## config.mk

```make
export PLATFORM = sky130hd
export DESIGN_NAME = mix_pipe
export DESIGN_NICKNAME = d
export VERILOG_FILES = /design/src/rtl/mix_pipe.sv
export SDC_FILE = /design/constraint.sdc
export NUM_CORES = 1
export LEC_CHECK = 0
export ABC_AREA = 1
export BUFFER_PORTS_ARGS = -buffer_cell sky130_fd_sc_hd__buf_2
export CAP_MARGIN = 5
export CORE_UTILIZATION = 52
export CTS_BUF_LIST = sky130_fd_sc_hd__clkbuf_16
export DETAILED_ROUTE_END_ITERATION = 10
export PLACE_DENSITY = 0.76
export REMOVE_ABC_BUFFERS = 1
export SLEW_MARGIN = 10
export SYNTH_ARGS = -nofsm -noshare
export SYNTH_HDL_FRONTEND = slang
export SYNTH_SLANG_ARGS = --single-unit
```

## constraint.sdc

```tcl
create_clock -name clk -period 1.2 [get_ports clk]
set_input_delay 0.18 -clock clk [delete_from_list [all_inputs] [get_ports clk]]
set_output_delay 0.18 -clock clk [all_outputs]
set_load 0.02 [all_outputs]
```

## src/rtl/mix_pipe.sv

```systemverilog
// mix_pipe: 2-stage lane-op pipeline (extract / xnor / nor / shift) with running XOR signature and transfer count.
// Latency 2 cycles at 1 beat/cycle; a stalled output holds its beat and backs up through in_ready.
module mix_pipe #(
  parameter int W   = 12,
  parameter int NCH = 4,
  parameter int HI  = 7,
  parameter int LO  = 3
) (
  input  logic             clk,
  input  logic             rst,
  input  logic             in_valid,
  output logic             in_ready,
  input  logic [NCH*W-1:0] in_data,
  input  logic [1:0]       mode,
  output logic             out_valid,
  input  logic             out_ready,
  output logic [NCH*W-1:0] out_data,
  output logic [W-1:0]     sig,
  output logic [15:0]      cnt
);

  localparam int S  = $clog2(W);
  localparam int DW = NCH * W;

  typedef struct packed {
    logic [1:0]    op;
    logic [DW-1:0] dat;
  } beat_t;

  beat_t         s1_q;
  logic          s1_vld;
  logic          s2_vld;
  logic [DW-1:0] s2_dat;
  logic [W-1:0]  sig_q;
  logic [15:0]   cnt_q;

  logic          s2_load;
  logic          in_xfer;
  logic          out_xfer;
  logic [DW-1:0] res;
  logic [W-1:0]  lane_x;
  logic [W-1:0]  lane_n;
  logic [W-1:0]  lane_r;
  logic [W-1:0]  out_xor;

  assign s2_load   = s1_vld && (!s2_vld || out_ready);
  assign in_ready  = !rst && (!s1_vld || s2_load);
  assign in_xfer   = in_valid && in_ready;

  // Outputs are forced quiet during reset so no transfer can be seen on a reset cycle.
  assign out_valid = s2_vld && !rst;
  assign out_xfer  = out_valid && out_ready;
  assign out_data  = rst ? '0 : s2_dat;
  assign sig       = rst ? '0 : sig_q;
  assign cnt       = rst ? '0 : cnt_q;

  // Lane i pairs with its cyclic neighbour (i+1) mod NCH; with NCH = 1 that is itself.
  always_comb begin
    res    = '0;
    lane_x = '0;
    lane_n = '0;
    lane_r = '0;
    for (int i = 0; i < NCH; i++) begin
      lane_x = s1_q.dat[i*W +: W];
      lane_n = s1_q.dat[((i + 1) % NCH)*W +: W];
      lane_r = '0;
      unique case (s1_q.op)
        2'd0: lane_r[HI-LO:0] = lane_x[HI:LO];
        2'd1: lane_r = lane_x ~^ lane_n;
        2'd2: lane_r[0] = ~|lane_x[HI:LO];
        default: lane_r = (32'(lane_n[S-1:0]) >= W) ? '0 : (lane_x >> lane_n[S-1:0]);
      endcase
      res[i*W +: W] = lane_r;
    end
  end

  always_comb begin
    out_xor = '0;
    for (int i = 0; i < NCH; i++) begin
      out_xor = out_xor ^ s2_dat[i*W +: W];
    end
  end

  always_ff @(posedge clk) begin
    if (rst) begin
      s1_vld <= 1'b0;
      s1_q   <= '0;
      s2_vld <= 1'b0;
      s2_dat <= '0;
      sig_q  <= '0;
      cnt_q  <= '0;
    end else begin
      if (in_xfer) begin
        s1_q.op  <= mode;
        s1_q.dat <= in_data;
        s1_vld   <= 1'b1;
      end else if (s2_load) begin
        s1_vld <= 1'b0;
      end

      if (s2_load) begin
        s2_vld <= 1'b1;
        s2_dat <= res;
      end else if (out_xfer) begin
        s2_vld <= 1'b0;
      end

      if (out_xfer) begin
        sig_q <= sig_q ^ out_xor;
        cnt_q <= cnt_q + 16'd1;
      end
    end
  end

endmodule

```

==> reports/results.tsv, run 1 <==
stage	metric	value	unit
synth	synth_area_per_cell	6.16	um^2
clock_network	cts.sink_count	128	
clock_network	numCtsBuffers	17	
synth	synth_edf_count	0	
synth	postSynthCellCount	1334	
synth	synthTopCellsByArea	dfxtp_1 (31%), nand2_1 (13%), nand3_1 (11%)	
die	start_util	53.6	%
grt	grt_max_degree	51	
clock_network	clockBufferDepth	2	
synth	ys_top_cells_by_count	nand2_1 (274), nand3_1 (183), inv_1 (143)	
placement	place_hpwl	22.3	mm
outcome	lastStage	global routing	
die	io_pins	132	
sta	grt-worst-endpoint	in_ready	
outcome	tool.error	[ERROR DPL-0038] Utilization greater than 100%, impossible to legalize	
clock_network	root_buffer	clkbuf_16	
die	die_x	128	um
synth	synth-main-ff-cell	dfxtp_1	
placement	gp_congestion	1.01	
die	rows	45	
clock_network	cts_max_level	4	
synth	synth-seq-cells	128	
die	dieHeight	128	um
synth	synth_top_area_cell	dfxtp_1	
synth	ys_warn_count	0	
outcome	status	stopped before the end	
synth	synth_seq_area_share	31.2	%
synth	synthesis.area	8210	um^2
sta	worst-ep-kind	primary output	
placement	dpl_worst_slack	-0.177	ns
synth	synth-async-reset-ratio	0	%
synth	synth.most_common_cell	nand2_1	
synth	synth_top_area_share	31.2	%
synth	yosys.cell_types.count	30	
placement	port_buffers	131	
## through the flow
| step | hold slack, ns | cells | instance area [um^2] |
|---|---|---|---|
| 3_3_place_gp | 0.376 | 1780 | 10400 |
| 2_1_floorplan | 0.249 | 1248 | 7830 |
| 3_5_place_dp | 0.384 | 1780 | 10400 |
| 4_1_cts | 0.0596 | 1967 | 13500 |
## cells by family after synthesis
group | synth area share (%)
compound gates | 20.9
buf+inv | 11.7
fa+ha+maj | 0.152
xor+xnor | 3.84
simple gates | 32.2
flops | 31.2
## what timing repair did
action,in CTS
hold endpoints to repair,50
hold buffers,50
gates cloned,13
setup buffers,105
pin swaps,78
resized for setup,480
endpoints found under the setup margin,200
==> run 2: changes to the inputs <==
Settings changed: CORE_UTILIZATION 52 to 40, CTS_BUF_LIST sky130_fd_sc_hd__clkbuf_16 to default, PLACE_DENSITY 0.76 to default, PLACE_DENSITY_LB_ADDON from default to 0.15.
Clock period 1.2 ns to 1.6 ns, I/O delays scaled along.
==> run 2 against run 1 <==
The flow now finishes without violations. Synthesized cell count unchanged. Synthesized area stayed put.
==> reports/results.tsv, run 2 <==
stage	metric	value	unit	change
outcome	status	completed		
placement	place_hpwl	21.9	mm	-1.4%
grt	grt_max_degree	54		
route	finalWirelength	29.7	mm	
worst_setup_path	r2r_end	s2_dat[39]$_SDFFE_PP0P_		
synth	synth_area_per_cell	6.16	um^2	unchanged
worst_setup_path	cp-end-kind	flop		
worst_setup_path	critPathKind	flop to flop		
worst_setup_path	crit_arrival	1.86	ns	
die	io_pins	132		unchanged
placement	dp.cells	1729		-2.9%
clock_network	clk_pin_slew	0.06	ns	
sta	drv_slew	0		
clock_network	cts_max_level	4		unchanged
die	die_x	145	um	+14%
sta	fin_tns_setup	0	ns	
synth	synthesis.area	8210	um^2	unchanged
finish	final_cell_mix	nand2_1 (273), nand3_1 (183), inv_1 (141), buf_2 (130), dfxtp_1 (126)		
route	via_per_inst	5.35		
power	power_leakage	4.55	nW	
finish	final_common_cell	nand2_1		
synth	synth-async-reset-ratio	0	%	unchanged
die	dieHeight	145	um	+14%
power	p_switching	0.00305	W	
die	placeableCoreArea	20200	um^2	
grt	track_usage	28.2	%	
worst_setup_path	required	1.95	ns	
sta	fin_skew	0.00860	ns	
route	dr.pass1.iters	5		
finish	drive_gt1_share	17.2	%	
finish	multi_input_area	4700	um^2	
die	dieArea	21100	um^2	
die	rows	52		+16%
placement	place_area	9550	um^2	-7.9%
synth	synth-main-ff-cell	dfxtp_1		
sta	hold_viol_final	0		
grt	grt_antenna_before_repair	0		
clock_network	clockBufferDepth	2		unchanged
synth	synth_top_area_cell	dfxtp_1		
finish	fillers	2156		
finish	stdcell_area	10100	um^2	
worst_hold_path	hold_class	input pin to flop		
route	drc_errors	0		
clock_network	root_buffer	clkbuf_16		
synth	ys_warn_count	0		unchanged
job	max-cap-violations	0		
synth	yosys.cell_types.count	30		unchanged
power	p_seq_share	38.0	%	
worst_setup_path	rr_startpoint	s1_q[48]$_SDFFE_PP0P_		
placement	port_buffers	131		unchanged
finish	synthToLayoutAreaGrowth	23.4	%	
finish	largest_reg_flops	48		
synth	synth_seq_area_share	31.2	%	unchanged
route	drtIter0Drc	709		
worst_setup_path	startpoint_type	flop		
grt	overflow	0		
finish	ff_latch_area	2560	um^2	
sta	finalSetupViolCount	0		
sta	fin_crit	1.50	ns	
power	power_frac_comb	22.1	%	
power	power_frac_clock	39.9	%	
finish	reg.largest.list	s2_dat (48), s1_q (26), cnt_q (16)		
sta	relSlewSlack	63.4	%	
worst_hold_path	whs_path_depth	3		
clock_network	cts.sink_count	128		unchanged
synth	ys_top_cells_by_count	nand2_1 (274), nand3_1 (183), inv_1 (143)		
sta	post-route-period-util	93.9	%	
synth	synthTopCellsByArea	dfxtp_1 (31%), nand2_1 (13%), nand3_1 (11%)		
finish	layout.nets	1534		
worst_setup_path	r2r_slack	0.1	ns	
power	switching_share	32.0	%	
worst_setup_path	cp-endpoint	s2_dat[39]$_SDFFE_PP0P_		
route	antenna_left	0		
worst_setup_path	startpoint	s1_q[48]$_SDFFE_PP0P_		
synth	synth_top_area_share	31.2	%	unchanged
finish	largest-register	s2_dat		
clock_network	worstSkewPairLatency	0.42	ns	
finish	diodes	0		
grt	grt_pass1_wl	46.8	mm	
route	wl_per_cell	16.8	um	
power	p_int	0.00648	W	
finish	final_cells	1762		
worst_setup_path	crit_fanout	7		
grt	grt_pass1_vias	8539		
sta	fmax	0.665	GHz	
synth	synth.most_common_cell	nand2_1		
die	start_util	40.7	%	-13 points
sta	rsz0062_at_grt	no		
synth	synth_edf_count	0		unchanged
sta	max_slew.worst_pin.slew	0.549	ns	
power	ir_worst_vdd	0.648	mV	
clock_network	cts_tree	yes		
worst_setup_path	reg2reg_depth	7		
clock_network	ctsHoldBuffers	0		-100%
synth	postSynthCellCount	1334		unchanged
route	vias	9424		
synth	synth-seq-cells	128		unchanged
clock_network	numCtsBuffers	17		unchanged
placement	gp_congestion	0.938		-6.8%
power	finalPower	0.00953	W	
power	powerDensity	940	nW/um^2	
[run 2: cell counts after synthesis]
Identical to the previous run, type by type.
[run 2: critical path: stages, from the launching register on]
cell     delay, ns
dfxtp_1       0.31
buf_4         0.14
nor2_1        0.15
inv_1         0.16
buf_4         0.20
o21ai_0       0.27
nor2_1        0.08
a21oi_1       0.13
[run 2: power by group through the flow]
stage / Clock, W / Sequential (W) / Combinational (W)
after CTS: 0.00384 / 0.00361 / 0.00209
after detailed placement: 0 / 0.00368 / 0.00208
after global routing: 0.00400 / 0.00364 / 0.00233
final: 0.00380 / 0.00362 / 0.00211
after floorplan: 0 / 0.00365 / 0.00119
after global placement: 0 / 0.00368 / 0.00206
[run 2: cells by family (layout without fill, tap and decap cells)]
logic type / Yosys count / in the layout / synth area share [%]
AOI/OAI and AO/OA: 311 / 311 / 20.9
xor gates and xnor gates: 36 / 36 / 3.84
DFF: 128 / 128 / 31.2
and+or+nand+nor: 619 / 619 / 32.2
buffers and inverters: 239 / 397 / 11.7
adders and majority gates: 1 / 1 / 0.152
[run 2: how the worst min path moves through the flow]
stage | end | slack (ns) | start
final | s1_q[25]$_SDFFE_PP0P_ | 0.01 | in_data[25]
after global routing | s1_q[24]$_SDFFE_PP0P_ | 0.01 | in_data[24]
after CTS | s1_q[16]$_SDFFE_PP0P_ | 0.003 | in_data[16]
after detailed placement | s1_q[25]$_SDFFE_PP0P_ | 0.44 | in_data[25]
after global placement | s1_q[25]$_SDFFE_PP0P_ | 0.44 | in_data[25]
after floorplan | s1_vld$_SDFFE_PP0P_ | 0.31 | rst
[run 2: through the flow]
stage               hold slack (ns)  utilization (%)  worst slack, ns
floorplan                     0.309                -            -1.20
global placement              0.436             47.4           0.0873
detailed placement            0.439             47.4           0.0999
CTS                         0.00318             50.2           0.0178
global route                0.00997             50.3          0.00662
finish                       0.0114             50.3           0.0970
[run 2: metal layers]
| layer | global-route usage [%] | vias to the layer above | routed length, um |
|---|---|---|---|
| li1 | - | 4716 | - |
| met1 | 39.9 | 4335 | 13900 |
| met2 | 44.2 | 331 | 13100 |
| met3 | 4.12 | 42 | 1880 |
| met4 | 8.84 | 0 | 726 |
| met5 | 0 | - | 0 |
[run 2: layout make-up]
| class | instances | share of cell area (%) |
|---|---|---|
| multi-input cells | 967 | 46.4 |
| clock buffers | 22 | 4.48 |
| flip-flops and latches | 128 | 25.3 |
| clock inverters | 10 | 1.11 |
| repair buffers | 212 | 13.7 |
| well taps | 270 | 3.33 |
| inverters | 153 | 5.70 |
[run 2: repair_timing]
item / 4_1_cts / 5_1_grt
gates cloned: 0 / 0
resized for setup: 1 / 6
pin swaps: 0 / 0
setup buffers: 0 / 1
setup endpoints to repair: 1 / 6
Note: power is estimated with default switching activity, not from simulation.
==> run 3: changes to the inputs <==
Settings changed: CORE_ASPECT_RATIO from default to 1.25.
==> run 3 against run 2 <==
Worst setup slack got worse by 0.011 ns. Sequential cell count unchanged. Register-to-register slack improved by 0.04 ns. Final cell count shrank 0.40%. Clock skew fell by 0.0011 ns. Fmax shrank 0.76%. Routed wire length down 1.3%. Final area is 0.64% lower. Total power up 0.51%. First-iteration DRC count down 1.8%. Hold slack got worse by 0.0051 ns. Utilization shrank 0.15 points. Critical path type is now flop to output pin. Largest cell class unchanged. Highest routed layer unchanged.
==> reports/results.tsv, run 3 (synthesis results as in run 2) <==
stage	metric	value	unit	change
finish	stdcell_area	10100	um^2	-0.64%
worst_setup_path	startpoint_type	flop		
sta	fmax	0.660	GHz	-0.76%
worst_setup_path	critPathKind	flop to output pin		
clock_network	cts.sink_count	128		unchanged
worst_hold_path	hold_class	input pin to flop		
power	power_frac_clock	40.6	%	+0.7 points
grt	grt_max_degree	101		+87%
die	rows	58		+12%
sta	max_slew.worst_pin.slew	0.531	ns	-0.0181 ns
placement	place_hpwl	21.6	mm	-1.6%
die	die_x	130	um	-10%
route	finalWirelength	29.3	mm	-1.3%
finish	synthToLayoutAreaGrowth	22.6	%	
power	p_switching	0.00306	W	+0.34%
finish	reg.largest.list	s2_dat (48), s1_q (26), cnt_q (16)		
sta	finalSetupViolCount	0		unchanged
placement	place_area	9460	um^2	-1.0%
finish	diodes	0		unchanged
worst_setup_path	r2r_end	s2_dat[28]$_SDFFE_PP0P_		
worst_setup_path	crit_arrival	1.27	ns	-0.59 ns
route	drc_errors	0		unchanged
finish	largest-register	s2_dat		
clock_network	root_buffer	clkbuf_16		
route	wl_per_cell	16.7	um	-0.93%
clock_network	cts_tree	yes		
grt	track_usage	28.4	%	+0.12 points
worst_setup_path	worstPathCellList	buf_4 -> inv_1 -> nor2_1 -> buf_2		
power	power_frac_comb	21.5	%	-0.6 points
finish	final_util	50.1	%	-0.15 points
placement	gp_congestion	0.947		+1.0%
die	start_util	40.9	%	+0.14 points
sta	hold_viol_final	0		unchanged
power	p_int	0.00652	W	+0.59%
grt	grt_pass1_vias	8405		-1.6%
finish	final_common_cell	nand2_1		
sta	fin_crit	1.51	ns	+0.0115 ns
clock_network	clk_pin_slew	0.06	ns	about the same
route	via_per_inst	5.34		-0.24%
grt	overflow	0		unchanged
die	placeableCoreArea	20100	um^2	-0.33%
finish	drive_gt1_share	17.2	%	about the same
power	powerDensity	951	nW/um^2	+1.2%
worst_setup_path	required	1.36	ns	-0.59 ns
worst_setup_path	cp_slowest_cell	dfxtp_1		
outcome	status	completed		
clock_network	numCtsBuffers	17		unchanged
route	antenna_left	0		unchanged
worst_setup_path	r2r_slack	0.14	ns	+0.04 ns
worst_hold_path	worstHoldStart	mode[0]		
clock_network	ctsHoldBuffers	0		unchanged
worst_setup_path	cpPeakStageDelay	0.39	ns	+0.08 ns
power	ir_worst_vdd	0.767	mV	+18%
route	drtIter0Drc	696		-1.8%
route	vias	9364		-0.64%
sta	drv_slew	0		unchanged
sta	relSlewSlack	64.6	%	+1.2 points
sta	rsz0062_at_grt	no		
power	power_leakage	4.52	nW	-0.58%
worst_setup_path	rr_startpoint	lane_x[0]$_SDFFE_PP0P_		
clock_network	clockBufferDepth	2		unchanged
grt	grt_pass1_wl	45.4	mm	-3.0%
worst_setup_path	cp-end-kind	output pin		
die	io_pins	132		unchanged
route	dr.pass1.iters	5		unchanged
placement	port_buffers	131		unchanged
worst_setup_path	reg2reg_depth	7		unchanged
power	switching_share	31.9	%	-0.054 points
sta	post-route-period-util	94.7	%	+0.72 points
power	p_seq_share	37.9	%	about the same
worst_setup_path	crit_fanout	2		-5
die	dieArea	21100	um^2	about the same
job	max-cap-violations	0		unchanged
sta	fin_skew	0.00746	ns	-0.00113 ns
worst_hold_path	hold-path-endpoint	s1_q[48]$_SDFFE_PP0P_		
finish	layout.nets	1529		-0.33%
clock_network	cts_max_level	4		unchanged
die	dieHeight	162	um	+12%
finish	largest_reg_flops	48		unchanged
clock_network	worstSkewPairLatency	0.43	ns	about the same
grt	grt_antenna_before_repair	0		unchanged
worst_hold_path	whs_path_depth	3		unchanged
finish	final_cell_mix	nand2_1 (273), nand3_1 (183), inv_1 (138), buf_2 (130)		
==> run 3: cell types whose count changed in the layout (fill, tap and decap cells not counted), sizes merged <==
| cell | delta |
|---|---|
| buf | -5 |
| inv | -2 |
| clkbuf | -2 |
| clkinvlp | +2 |
==> run 3: power groups by stage <==
stage	clock (W)	sequential [W]	combinational (W)
2_1_floorplan	0	0.00365	0.00119
3_3_place_gp	0	0.00369	0.00202
3_5_place_dp	0	0.00369	0.00203
4_1_cts	0.00391	0.00362	0.00204
5_1_grt	0.00406	0.00365	0.00230
6_report	0.00388	0.00363	0.00206
==> run 3: layout make-up <==
class	instances	area [um^2]
Fill cell	2159	10000
Timing Repair Buffer	207	1300
Tap cell	270	338
Clock buffer	20	467
Clock inverter	10	113
Multi-Input combinational cell	967	4700
Sequential cell	128	2560
Inverter	153	586
==> run 3: metrics by stage <==
stage | power (W) | instances | hold WS (ns) | worst slack [ns] | TNS (ns)
6_report | 0.00958 | 1755 | 0.00629 | 0.0856 | 0
3_5_place_dp | 0.00572 | 1723 | 0.441 | 0.0955 | 0
3_3_place_gp | 0.00571 | 1723 | 0.438 | 0.130 | 0
5_1_grt | 0.0100 | 1755 | 0.00740 | 0.0147 | 0
2_1_floorplan | 0.00484 | 1248 | 0.309 | -1.20 | -71.09
4_1_cts | 0.00957 | 1753 | 0.00288 | 0.0240 | 0
==> run 3: critical path, delay by kind of cell, from the launching register on <==
family,cells,cell delay (ns)
buffers and inverters,3,0.38
flip-flops,1,0.39
AND/OR/NAND/NOR,1,0.08
==> run 3: routing by layer <==
metal / up-vias / global-route usage (%) / share of wire [%]
li1: 4705 / - / -
met1: 4245 / 37.3 / 44
met2: 351 / 45.2 / 47
met3: 63 / 4.78 / 6.0
met4: 0 / 12.4 / 3.8
met5: - / 0 / 0
==> run 3: what timing repair did <==
item	4_1_cts	5_1_grt
endpoints found under the setup margin	1	9
gates resized for setup	1	9
buffers inserted	0	2
==> run 3: how the worst max path moves through the flow <==
| stage | startpoint | to | slack (ns) |
|---|---|---|---|
| 2_1_floorplan | rst | s1_q[32]$_SDFFE_PP0P_ | -1.20 |
| 4_1_cts | s1_vld$_SDFFE_PP0P_ | in_ready | 0.02 |
| 6_report | s2_dat[12]$_SDFFE_PP0P_ | out_data[12] | 0.09 |
| 3_3_place_gp | out_ready | s2_dat[43]$_SDFFE_PP0P_ | 0.13 |
| 5_1_grt | s1_vld$_SDFFE_PP0P_ | in_ready | 0.01 |
| 3_5_place_dp | out_ready | s2_dat[34]$_SDFFE_PP0P_ | 0.1 |
